File: config.mk
export PLATFORM = sky130hd
export DESIGN_NAME = fetch_unit
export DESIGN_NICKNAME = d
export VERILOG_FILES = /design/src/rtl/fetch_unit.sv
export SDC_FILE = /design/constraint.sdc
export NUM_CORES = 1
export LEC_CHECK = 0
export ABC_AREA = 1
export BUFFER_PORTS_ARGS = -buffer_cell sky130_fd_sc_hd__buf_2
export CAP_MARGIN = 20
export CORE_UTILIZATION = 30
export DETAILED_ROUTE_END_ITERATION = 10
export PLACE_DENSITY = 0.58
export RECOVER_POWER = 25
export SLEW_MARGIN = 15
export SYNTH_ARGS = -nofsm -noshare
export SYNTH_HDL_FRONTEND = slang
export SYNTH_SLANG_ARGS = --single-unit
File: constraint.sdc
create_clock -name clk -period 1.6 [get_ports clk]
set_input_delay 0.16 -clock clk [delete_from_list [all_inputs] [get_ports clk]]
set_output_delay 0.16 -clock clk [all_outputs]
set_load 0.01 [all_outputs]
File: src/rtl/fetch_unit.sv
// Instruction-fetch stage: program counter, single-outstanding imem handshake,
// IF/ID pipeline register with a one-entry skid for responses that arrive during a decode stall.
//
// state | meaning
// REQ   | request pending on imem (held off in the first cycle out of reset)
// WAIT  | request granted, waiting for imem_rvalid
// HOLD  | response parked in the skid until decode releases its stall
module fetch_unit #(
    parameter int                 ADDR_W   = 64,
    parameter logic [ADDR_W-1:0]  RESET_PC = '0,
    parameter logic [31:0]        NOP_WORD = 32'hD503201F
) (
    input  logic              clk,
    input  logic              rst_n,
    output logic              imem_req,
    output logic [ADDR_W-1:0] imem_addr,
    input  logic              imem_gnt,
    input  logic              imem_rvalid,
    input  logic [31:0]       imem_rdata,
    input  logic              redirect,
    input  logic [ADDR_W-1:0] redirect_pc,
    input  logic              id_stall,
    output logic              if_id_valid,
    output logic [31:0]       if_id_instr,
    output logic [ADDR_W-1:0] if_id_pc
);

    typedef enum logic [1:0] {
        S_REQ  = 2'd0,
        S_WAIT = 2'd1,
        S_HOLD = 2'd2
    } state_t;

    localparam logic [ADDR_W-1:0] ALIGN_MASK = ~ADDR_W'(3);
    localparam logic [ADDR_W-1:0] PC_INIT    = RESET_PC & ALIGN_MASK;

    state_t              state_q, state_d;
    logic [ADDR_W-1:0]   pc_q, pc_d;
    logic                drop_q, drop_d;
    logic                boot_q;
    logic [31:0]         skid_instr_q, skid_instr_d;
    logic [ADDR_W-1:0]   skid_pc_q, skid_pc_d;
    logic                valid_q, valid_d;
    logic [31:0]         instr_q, instr_d;
    logic [ADDR_W-1:0]   ifpc_q, ifpc_d;

    logic                req;
    logic                take;
    logic                slot_free;
    logic                load;
    logic [31:0]         load_instr;
    logic [ADDR_W-1:0]   load_pc;
    logic [ADDR_W-1:0]   pc_inc;
    logic [ADDR_W-1:0]   target;

    // boot_q keeps imem_req low for the first cycle after reset release
    assign req       = (state_q == S_REQ) && !boot_q;
    assign take      = req && imem_gnt;
    assign slot_free = !valid_q || !id_stall;
    assign pc_inc    = pc_q + ADDR_W'(4);
    assign target    = redirect_pc & ALIGN_MASK;

    assign imem_req    = req;
    assign imem_addr   = pc_q;
    assign if_id_valid = valid_q;
    assign if_id_instr = instr_q;
    assign if_id_pc    = ifpc_q;

    always_ff @(posedge clk or negedge rst_n) begin
        if (!rst_n) begin
            state_q      <= S_REQ;
            pc_q         <= PC_INIT;
            drop_q       <= 1'b0;
            boot_q       <= 1'b1;
            skid_instr_q <= NOP_WORD;
            skid_pc_q    <= '0;
            valid_q      <= 1'b0;
            instr_q      <= NOP_WORD;
            ifpc_q       <= '0;
        end else begin
            state_q      <= state_d;
            pc_q         <= pc_d;
            drop_q       <= drop_d;
            boot_q       <= 1'b0;
            skid_instr_q <= skid_instr_d;
            skid_pc_q    <= skid_pc_d;
            valid_q      <= valid_d;
            instr_q      <= instr_d;
            ifpc_q       <= ifpc_d;
        end
    end

    always_comb begin
        state_d      = state_q;
        pc_d         = pc_q;
        drop_d       = drop_q;
        skid_instr_d = skid_instr_q;
        skid_pc_d    = skid_pc_q;
        valid_d      = valid_q;
        instr_d      = instr_q;
        ifpc_d       = ifpc_q;
        load         = 1'b0;
        load_instr   = imem_rdata;
        load_pc      = pc_q;

        if (redirect) begin
            // Flush wins over everything; an in-flight response is marked for discard
            valid_d      = 1'b0;
            instr_d      = NOP_WORD;
            skid_instr_d = NOP_WORD;
            skid_pc_d    = '0;
            pc_d         = target;
            unique case (state_q)
                S_REQ: begin
                    if (take) begin
                        drop_d  = 1'b1;
                        state_d = S_WAIT;
                    end
                end
                S_WAIT: begin
                    if (imem_rvalid) begin
                        drop_d  = 1'b0;
                        state_d = S_REQ;
                    end else begin
                        drop_d  = 1'b1;
                    end
                end
                S_HOLD: state_d = S_REQ;
                default: state_d = S_REQ;
            endcase
        end else begin
            unique case (state_q)
                S_REQ: begin
                    if (take) state_d = S_WAIT;
                end
                S_WAIT: begin
                    if (imem_rvalid) begin
                        if (drop_q) begin
                            drop_d  = 1'b0;
                            state_d = S_REQ;
                        end else if (slot_free) begin
                            load    = 1'b1;
                            pc_d    = pc_inc;
                            state_d = S_REQ;
                        end else begin
                            skid_instr_d = imem_rdata;
                            skid_pc_d    = pc_q;
                            state_d      = S_HOLD;
                        end
                    end
                end
                S_HOLD: begin
                    if (!id_stall) begin
                        load       = 1'b1;
                        load_instr = skid_instr_q;
                        load_pc    = skid_pc_q;
                        pc_d       = pc_inc;
                        state_d    = S_REQ;
                    end
                end
                default: state_d = S_REQ;
            endcase

            if (load) begin
                valid_d = 1'b1;
                instr_d = load_instr;
                ifpc_d  = load_pc;
            end else if (!id_stall) begin
                valid_d = 1'b0;
                instr_d = NOP_WORD;
            end
        end
    end

endmodule
==> impl_results.md <==
* Final ANT Viol Nets at 0
* H-tree levels at 2
* Die span in y at 217 um
* Setup ws final at -256 ps
* Synthesized area per cell at 7.25 um2
* Via count at 15300
* Largest area contributor in the netlist: dfrtp_1
* TritonCTS clock tree: built
* Nets at 2625
* 1st-iter DRT viols at 1219
* Highest clock rate at 539 MHz
* Drt drc at 0
* Drt wl/cell at 18.9 um
* First-pass GRT wire length at 85400 um
* CP Buf/Inv Count at 6
* Post-synth top area share at 41.6%
* Clock sinks at 257
* Flops & latches, synth at 257
* Global Route Usage Sum at 23.5%
* HPWL Detailed at 38700 um
* GRT overflow at 0
* Clk_lat worst skew at 560 ps
* Worst IR Drop VDD at 0.00103 V
* Dominant cells by area after synthesis: dfrtp_1 (42%), nand2_1 (15%), o21ai_0 (7.1%)
* Syn. warnings at 0
* Worst-path fanout max at 7
* Synth Cell Area at 13800 um2
* Min-Delay Endpoint: imem_addr[20]
* Synth-to-layout area growth at 58.7%
* Power Density at 1450 nW/um2
* Hold depth at 5
* Critical path's most frequent cell: buf_4
* Worst Path Required at 2040 ps
* WL final at 59400 um
* Endpoint of the worst register-to-register path: imem_addr[25]
* Min Hold Slack at 23.3 ps
* Reg2reg path depth at 11
* CP Launch Type: register
* R2R setup slack at -260 ps
* Slew headroom at 41.0%
* N_diodes at 0
* Max clock buf depth at 3
* Placed cell area at 17700 um2
* CTS buffer count at 35
* Post-Syn Instances at 1907
* HP Class: in -> reg
* Period utilization at 116%
* Worst setup EP type: register
* Die area at 46900 um2
* Initial antenna violation count at 0
* Final setup violation count at 256
* Hold Crit Start: redirect_pc[20]
* Worst Path Arrival at 2290 ps
* Worst-path clk slew at 70 ps
* Layout Cells excl Fill at 3142
* Minimum clock period at 1860 ps
* Port Buffer Count at 259
* Critical Path Slowest Stage Cell: dfrtp_1
* Post-layout instance area at 21900 um2
* Delay-heaviest family, CP: buffers and inverters
* Layout cells sized above 1 at 35.0%
* Failing checks: setup timing
* Clock root buffer: clkbuf_16
* Static Leak at 10.5 nW
* Sequential element share of the synthesized area at 46.8%
* Core ar. at 45400 um2
* Tot Pwr at 31.7 mW
* Worst-margin pin slew at 885 ps
* Cell chain of the critical path: buf_4, ha_4, nand2_2, nand3_2, nand3_4, buf_12, clkinv_16, buf_4, clkbuf_16, o21ai_1, inv_1
* Final-report hold violation count at 0
* Dpl cells at 2916
* Number of I/O pins at 264
* Die W at 217 um
* Cell variety after synth at 37
* Max-cap viol count at 0
* Status: finished with violations
* RSZ-0062 raised after global routing: true
* Pre-Repair DR Iteration Count at 5
* Final core occ at 48.4%
* Largest net degree at the start of global routing at 82
* Via-to-Cell Ratio at 4.88
* Worst Skew at 27.9 ps
* Gpl congestion at 0.982
* Vias in the first global route at 14700
* Slowest cell delay on critical path at 380 ps
* CP Class: reg -> reg
* Initial core utilization at 30.5%
* Reg2reg start: state_q[1]
* Row cnt at 78
* Fin. max-slew vios at 0
-- tightest hold or removal path: stages --
cell and delay (ps):
buf_2 120, a21oi_1 80, o211ai_1 70, o21ai_1 70
inv_1 50
-- synth_stat cells --
cell type    n
nand2_1    554
inv_1      233
dfrtp_1    230
nor2_1     199
o21ai_0    196
nand3_1    137
a21oi_1     74
o211ai_1    69
clkbuf_1    48
buf_2       38
dfstp_2     27
nand4_1     17
nor2_2       9
o21ai_1      9
buf_4        7
inv_2        6
nand2_2      6
nor2_4       6
buf_1        5
buf_6        5
a31oi_1      4
ha_1         4
mux2i_1      4
o22ai_1      4
o21bai_1     3
xor2_1       2
a211oi_1     1
a22oi_1      1
conb_1       1
nand3_2      1
nor3_1       1
nor3_4       1
nor4_1       1
o31ai_1      1
o31ai_2      1
or2_0        1
or2_2        1
-- worst max path at each step --
stage | slack, ps | to | start | cells after the start
floorplan | -9 | imem_addr[52] | state_q[1] | 11
global placement | -350 | imem_addr[56] | state_q[0] | 11
detailed placement | -340 | imem_addr[56] | state_q[0] | 11
CTS | -210 | if_id_pc[14] | state_q[1] | 11
global route | -350 | imem_addr[13] | state_q[1] | 11
finish | -260 | imem_addr[25] | state_q[1] | 11
-- area by class of cell --
cell class	instances	area, um2
multi-input cells	1311	6940
well taps	600	751
clock inverters	10	115
fillers	4406	23400
flip-flops and latches	257	6470
inverters	239	960
clock buffers	50	972
repair buffers	675	5740
-- logic make-up (layout without fill, tap and decap cells) --
logic type                 count (synthesis)  in the layout  share of synthesized area, %
and+or+nand+nor                          934            935                          27.7
AOI/OAI and AO/OA                        363            363                          14.6
buffers and inverters                    342            974                          10.1
DFF                                      257            257                          46.8
adders and majority gates                  4              4                         0.362
muxes                                      4              4                         0.290
xor gates and xnor gates                   2              2                         0.127
other                                      1              3                        0.0271
-- layer usage --
layer / global-route usage (%) / vias up / part of all wire [%]
li1: - / 7346 / -
met1: 31.6 / 7297 / 43
met2: 37.6 / 598 / 47
met3: 4.62 / 98 / 6.8
met4: 8.45 / 0 / 2.9
met5: 0 / - / 0
-- registers in the layout (all words and copies together) (netlist names) --
register      flops
drop_q            1
skid_pc_q        63
if_id_pc         63
if_id_valid       1
skid_instr_q     32
boot_q            1
state_q           2
if_id_instr      32
imem_addr        62
-- layout by cell type, fill, tap and decap left out, types with 5 or more instances in the layout --
master,instances
a21oi_1,44
a21oi_2,12
a21oi_4,18
buf_12,35
buf_16,14
buf_2,256
buf_4,239
buf_6,23
clkbuf_1,11
clkbuf_16,51
clkinv_2,5
dfrtp_1,228
dfstp_2,27
dlygate4sd3_1,86
inv_1,219
inv_2,11
nand2_1,507
nand2_2,42
nand2_4,8
nand3_1,123
nand3_2,13
nand4_1,17
nor2_1,160
nor2_2,30
nor2_4,24
o211ai_1,69
o21ai_0,69
o21ai_1,96
o21ai_2,40
-- power by group --
group	total (mW)	switching (mW)	internal, mW	leakage, nW
logic	14.6	8.18	6.42	6.71
clock network	7.71	3.15	4.56	0.528
registers	9.41	1.26	8.15	3.29
total	31.7	12.6	19.1	10.5
-- timing repair --
item	in CTS	in global routing
gates resized for setup	157	296
buffers inserted	20	31
hold endpoints to repair	292	1
hold buffers	85	1
gates cloned	9	22
pin swaps	9	53
setup endpoints to repair	253	257
-- through the flow --
stage	TNS (ps)	setup slack, ps
after CTS	-31120	-214
after detailed placement	-38420	-336
after floorplan	-348	-8.99
after global placement	-31750	-350
after global routing	-67100	-349
final	-42920	-256
Power figures use the tool's default switching activity.
